**src/rtl/mem_arbiter.sv**
```systemverilog
// Round-robin sequencer sharing one multi-cycle single-port memory between
// the fetch stage and the memory stage.
module mem_arbiter #(
  parameter int unsigned LATENCY = 2
) (
  input  logic        CLK,
  input  logic        RST,
  input  logic        IReq,
  input  logic [31:0] IAddr,
  output logic [31:0] IRD,
  output logic        IReady,
  input  logic        DReq,
  input  logic        DWE,
  input  logic [31:0] DAddr,
  input  logic [31:0] DWD,
  output logic [31:0] DRD,
  output logic        DReady,
  output logic [31:0] MemA,
  output logic [31:0] MemWD,
  output logic        MemWE,
  input  logic [31:0] MemRD
);

  localparam int unsigned CntW = 4;
  localparam logic OwnI = 1'b0;
  localparam logic OwnD = 1'b1;

  typedef enum logic [1:0] {IDLE, ACCESS, DONE} stateT;

  stateT           state;
  logic [CntW-1:0] cnt;
  logic            owner;
  logic            lw;
  logic            weQ;

  logic eligI;
  logic eligD;
  logic grant;
  logic winD;

  // Grant decision; in DONE the current owner is still requesting and is masked.
  always_comb begin
    eligI = IReq;
    eligD = DReq;
    if (state == DONE) begin
      if (owner == OwnD) eligD = 1'b0;
      else               eligI = 1'b0;
    end
    grant = eligI | eligD;
    winD  = eligD & (~eligI | (lw == OwnI));
  end

  // MemA/MemWD double as the latched transaction address and write data.
  always_ff @(posedge CLK or posedge RST) begin
    if (RST) begin
      state  <= IDLE;
      cnt    <= '0;
      owner  <= OwnI;
      lw     <= OwnI;
      weQ    <= 1'b0;
      IRD    <= '0;
      DRD    <= '0;
      IReady <= 1'b0;
      DReady <= 1'b0;
      MemA   <= '0;
      MemWD  <= '0;
    end else begin
      IReady <= 1'b0;
      DReady <= 1'b0;
      case (state)
        IDLE, DONE: begin
          if (grant) begin
            owner <= winD;
            lw    <= winD;
            MemA  <= winD ? DAddr : IAddr;
            if (winD) MemWD <= DWD;
            weQ   <= winD & DWE;
            cnt   <= CntW'(LATENCY - 1);
            state <= ACCESS;
          end else begin
            state <= IDLE;
          end
        end
        ACCESS: begin
          if (cnt == '0) begin
            if (owner == OwnD) begin
              DRD    <= MemRD;
              DReady <= 1'b1;
            end else begin
              IRD    <= MemRD;
              IReady <= 1'b1;
            end
            state <= DONE;
          end else begin
            cnt <= cnt - CntW'(1);
          end
        end
        default: state <= IDLE;
      endcase
    end
  end

  // Write strobe only in the last access cycle: one write edge per store.
  assign MemWE = (state == ACCESS) && (cnt == '0) && weQ;

endmodule

```
**config.mk**
```make
export PLATFORM = sky130hd
export DESIGN_NAME = mem_arbiter
export DESIGN_NICKNAME = d
export VERILOG_FILES = /design/src/rtl/mem_arbiter.sv
export SDC_FILE = /design/constraint.sdc
export NUM_CORES = 1
export LEC_CHECK = 0
export CORE_ASPECT_RATIO = 1.4
export CORE_MARGIN = 4
export CORE_UTILIZATION = 41
export DETAILED_ROUTE_END_ITERATION = 8
export GPL_TIMING_DRIVEN = 0
export PLACE_DENSITY_LB_ADDON = 0.12
export SLEW_MARGIN = 10
export SYNTH_ARGS = -nofsm -noshare
export SYNTH_HDL_FRONTEND = slang
export SYNTH_SLANG_ARGS = --single-unit
```
**constraint.sdc**
```tcl
create_clock -name CLK -period 6.26 [get_ports CLK]
set_input_delay 1.878 -clock CLK [delete_from_list [all_inputs] [get_ports CLK]]
set_output_delay 1.878 -clock CLK [all_outputs]
set_load 0.02 [all_outputs]
```
### Yosys cells after proc, flatten, opt, wreduce, memory -nomap -nowiden

Index checks and enable logic that the tools add are counted.

* word-level logic and storage cells: 50
* latch bits: 0
* flip-flop bits (word level): 138
* memory bits (writable): 0
* input bits: 133
* memories kept: 0
* bits in read-only memories: 0

* $lt $le $gt $ge: 0
* mux-type cells: 17
* bitwise logic cells: 6
* equality and inequality tests: 5
* shifts and indexed selects: 0
* div/mod/pow operators: 0
* $mul: 0
* add/subtract/negate cells: 1
* reduce and logical (&&, ||, !) cells: 11

Operators by type and width (number)
* 2-to-1 mux 32 bit: 1
* AND reduction 3 bit: 4
* 2-to-1 mux 1 bit: 11
* 2-to-1 mux 4 bit: 2
* one-hot mux 4 bit (2 select lines): 1
* != test 2 bit (second input constant): 3
* zero test 4 bit: 1
* one-hot mux 2 bit (2 select lines): 1
* subtractor 4 x 1 -> 4 bit (second input constant): 1
* AND 1 bit: 2
* equality test 2 x 1 -> 1 bit (second input constant): 1
* equality test 2 bit (second input constant): 1
* logical AND 1 bit: 2
* zero test 2 bit: 1
* 2-to-1 mux 2 bit: 1
* NOT 1 bit: 2
* OR 1 bit: 2
* AND reduction 2 bit: 1
* nonzero test 2 bit: 1
* OR reduction 2 bit: 1

### Longest topological paths before layout

* depth after elaboration: 6
* gate-level depth with buffers: 8
* depth with buffers taken out: 6

### Worst setup path after synthesis

Ideal clock, no wire load.

* path kind: flip-flop to output port
* from: reg cnt[0]
* to: out MemWE
* buffers on the path: 0
* cell stages (with the launch flop): 6
* arrival: 1.189 ns
* slack: 3.193 ns
* path through: dfrtp_1 inv_1 ha_1 inv_1 nor4_4 and2_1

* word-level cells in the longest chain between the ends: 3

Ends and longest elaborated chain
* from (decl): RTL line 31 `logic [CntW-1:0] cnt;`
* from (signal assigned): RTL line 78 `cnt <= CntW'(LATENCY - 1);`
* from (signal assigned): RTL line 95 `cnt <= cnt - CntW'(1);`
* zero test 4 bit: RTL line 104 `assign MemWE = (state == ACCESS) && (cnt == '0) && weQ;`
* logical AND 1 bit (2 in a row): RTL line 104
* to (decl): RTL line 20 `output logic MemWE,`

Every way passes these cells.

### Final worst setup path

Same ends and word-level chain as after synthesis.

==> flow_metrics.py <==
metrics = {
    "critical_path": {
        "path_cells": "inv_1 -> ha_1 -> inv_1 -> nor4_4 -> and2_1 -> clkdlybuf4s50_1",
        "critPathArrivalTime_ps": 2210,
        "rrSetupSlack_ps": 4290,
        "startpoint_type": "flip-flop",
        "rr_worst_depth": 8,
        "cp-end-kind": "output pin",
        "cp_slowest_cell": "clkdlybuf4s50_1",
        "path_class": "reg2out",
        "cp_data_required_time_ps": 4380,
        "cp_slowest_stage_delay_ps": 630,
        "r2r-start": "cnt[0]",
        "cpMostUsedCell": "inv_1",
        "rr_endpoint": "IRD[8]",
        "critPathMaxFanout": 4,
    },
    "clock_tree": {
        "cts_inserted_buffers": 17,
        "cts_buffer_depth": 2,
        "cts_hold_buf": 0,
        "post_cts_resized": 0,
        "h-tree-depth": 4,
        "cts_sinks": 138,
        "cts_tree": "done",
        "clkTransAtPathRegs_ps": 60,
        "clk_latency_ps": 400,
        "postCtsSetupRepairBufs": 0,
        "cts_root_buffer": "clkbuf_16",
    },
    "sta": {
        "rsz0062_at_grt": "false",
        "finalHoldViolations": 0,
        "slew_headroom_pct": 58.8,
        "finalCriticalPeriod_ps": 4090,
        "finalClockSkew_ps": 9.43,
        "fmax_mhz": 244,
        "min_period_over_period_pct": 65.4,
        "drv_slew": 0,
        "setup_viol": 0,
        "worstMarginPinSlew_ps": 618,
    },
    "drt": {
        "wire_per_inst_um": 17.5,
        "wl_met2_um": 7680,
        "drcViolationCount": 0,
        "ant_nets": 0,
        "drt-met1-wl_um": 4980,
        "dr.pass1.iters": 3,
        "wl_met3_um": 1540,
        "top_layer_used": "met4",
        "wirelength_um": 14500,
        "drtIter0Drc": 86,
        "vias": 3952,
        "viasPerCell": 4.75,
    },
    "synth": {
        "synth.yosys.seq_area_share_pct": 61.4,
        "synth_edf_count": 0,
        "synth_nets": 489,
        "async_flop_share_pct": 100,
        "synth.distinct_cells": 26,
        "ys.warnings.count": 0,
        "syn_inst": 355,
        "synth_seq_cells": 138,
        "avgSynthCellArea_um2": 15.8,
        "synthFlopType": "dfrtp_1",
        "synth_area_um2": 5620,
    },
    "placement": {
        "port_buffers": 263,
        "dp.cells": 801,
        "dp_hpwl_um": 11400,
        "place_congestion": 0.746,
    },
    "cells_and_area": {
        "drive_above_1_share_pct": 27.2,
        "synthToLayoutAreaGrowth_pct": 62.5,
        "finish.net_count": 772,
        "layout_commonest_cell": "clkdlybuf4s50_1",
        "n_fill_cell": 1049,
        "mostFrequentLayoutCells": "263 x clkdlybuf4s50_1, 138 x dfrtp_1, 122 x mux2_2, 39 x mux2_1, 17 x clkbuf_16",
        "finalNonFillerCells": 832,
        "antenna_cells": 0,
    },
    "floorplanning": {
        "num_rows": 50,
        "coreArea_um2": 13400,
        "ios": 264,
        "die_w_um": 107,
        "initial_utilization_pct": 42.0,
        "fp.dieH_um": 147,
        "dieArea_um2": 15700,
    },
    "min_path": {
        "min_to": "IRD[6]",
        "hold_depth": 1,
        "min_path_type": "reg2reg",
        "hp-start": "IRD[6]",
    },
    "grt": {
        "grt_usage_pct": 19.1,
        "grt_pass1_vias": 4658,
        "antenna_found_initial": 0,
        "grt-ovfl-total": 0,
        "grt_max_degree": 73,
        "grt_pass1_wl_um": 23500,
    },
    "power_and_ir_drop": {
        "total_power_mw": 5.05,
        "p_per_area_nw_per_um2": 553,
        "irDropWorstVdd_v": 0.000326,
        "p_leak_nw": 3.80,
    },
    "flow_run": {
        "drv_cap": 0,
    },
    "status": {
        "status": "finished clean",
    },
}
-- registers in the layout, summed over array words and instances, names as in the netlist --
name / count
DReady: 1
cnt: 4
IRD: 32
weQ: 1
MemA: 32
DRD: 32
state: 2
IReady: 1
MemWD: 32
lw: 1
-- routing by layer --
layer / global-route usage (%) / vias up
li1: - / 1825
met1: 18.8 / 1937
met2: 34.3 / 172
met3: 9.11 / 18
met4: 7.36 / 0
met5: 0 / -
-- synthesized netlist by cell type, types with 2 or more instances --
library cell	n	area share, %
nand3b_1	2	0.27
mux2_1	39	7.8
buf_2	12	1.1
o22ai_1	2	0.22
o21ai_0	6	0.53
nand2b_1	3	0.33
dfrtp_1	138	61
inv_1	7	0.47
buf_6	3	0.60
nand2_1	6	0.40
mux2_2	122	24
-- through the flow --
stage / util [%] / setup TNS [ps] / hold slack [ps] / cell area, um2 / setup slack [ps]
final: 68.2 / 0 / 484 / 9140 / 2170
after global placement: 63.3 / -149660 / 469 / 8480 / -1090
after floorplan: - / 0 / 465 / 5620 / 686
after detailed placement: 63.6 / 0 / 476 / 8510 / 2550
after CTS: 68.2 / 0 / 490 / 9140 / 2130
after global routing: 68.2 / 0 / 515 / 9140 / 2000
-- area by class of cell --
cell class,instances,area [um2],area share [%]
Tap cell,182,228,2.49
Clock buffer,18,429,4.70
Clock inverter,13,193,2.11
Timing Repair Buffer,264,2660,29.1
Sequential cell,138,3450,37.8
Buffer,17,106,1.16
Multi-Input combinational cell,193,2030,22.3
Inverter,7,31.3,0.342
-- how the worst max path moves through the flow --
stage | cells past startpoint | endpoint | startpoint | slack (ps)
after floorplan | 1 | DRD[0] | RST | 690
after global placement | 2 | MemA[24] | RST | -1090
after detailed placement | 6 | MemA[2] | IReq | 2550
after CTS | 6 | MemWE | cnt[0] | 2130
after global routing | 6 | MemWE | cnt[0] | 2000
final | 6 | MemWE | cnt[0] | 2170
-- report_power, final --
| group | switching (mW) | total [mW] | leakage (nW) | internal (mW) |
|---|---|---|---|---|
| registers | 0.227 | 1.58 | 1.64 | 1.35 |
| logic | 1.12 | 2.43 | 1.86 | 1.31 |
| clock network | 0.377 | 1.05 | 0.297 | 0.669 |
| total | 1.72 | 5.05 | 3.80 | 3.33 |
-- worst max-delay path, delay by kind of cell, from the launching register on --
kind	cells	cell delay, ps
buffers and inverters	3	790
flip-flops	1	370
adder cells (fa/ha/maj)	1	190
AND/OR/NAND/NOR	2	470
-- logic make-up after synthesis --
kind of cell    count (synthesis)  synth area share, %
compound gates                 11                 1.27
fa+ha+maj                       1                0.223
buf+inv                        24                 2.36
flops                         138                 61.4
mux                           161                 32.3
simple gates                   20                 2.45
Power figures use the tool's default switching activity.
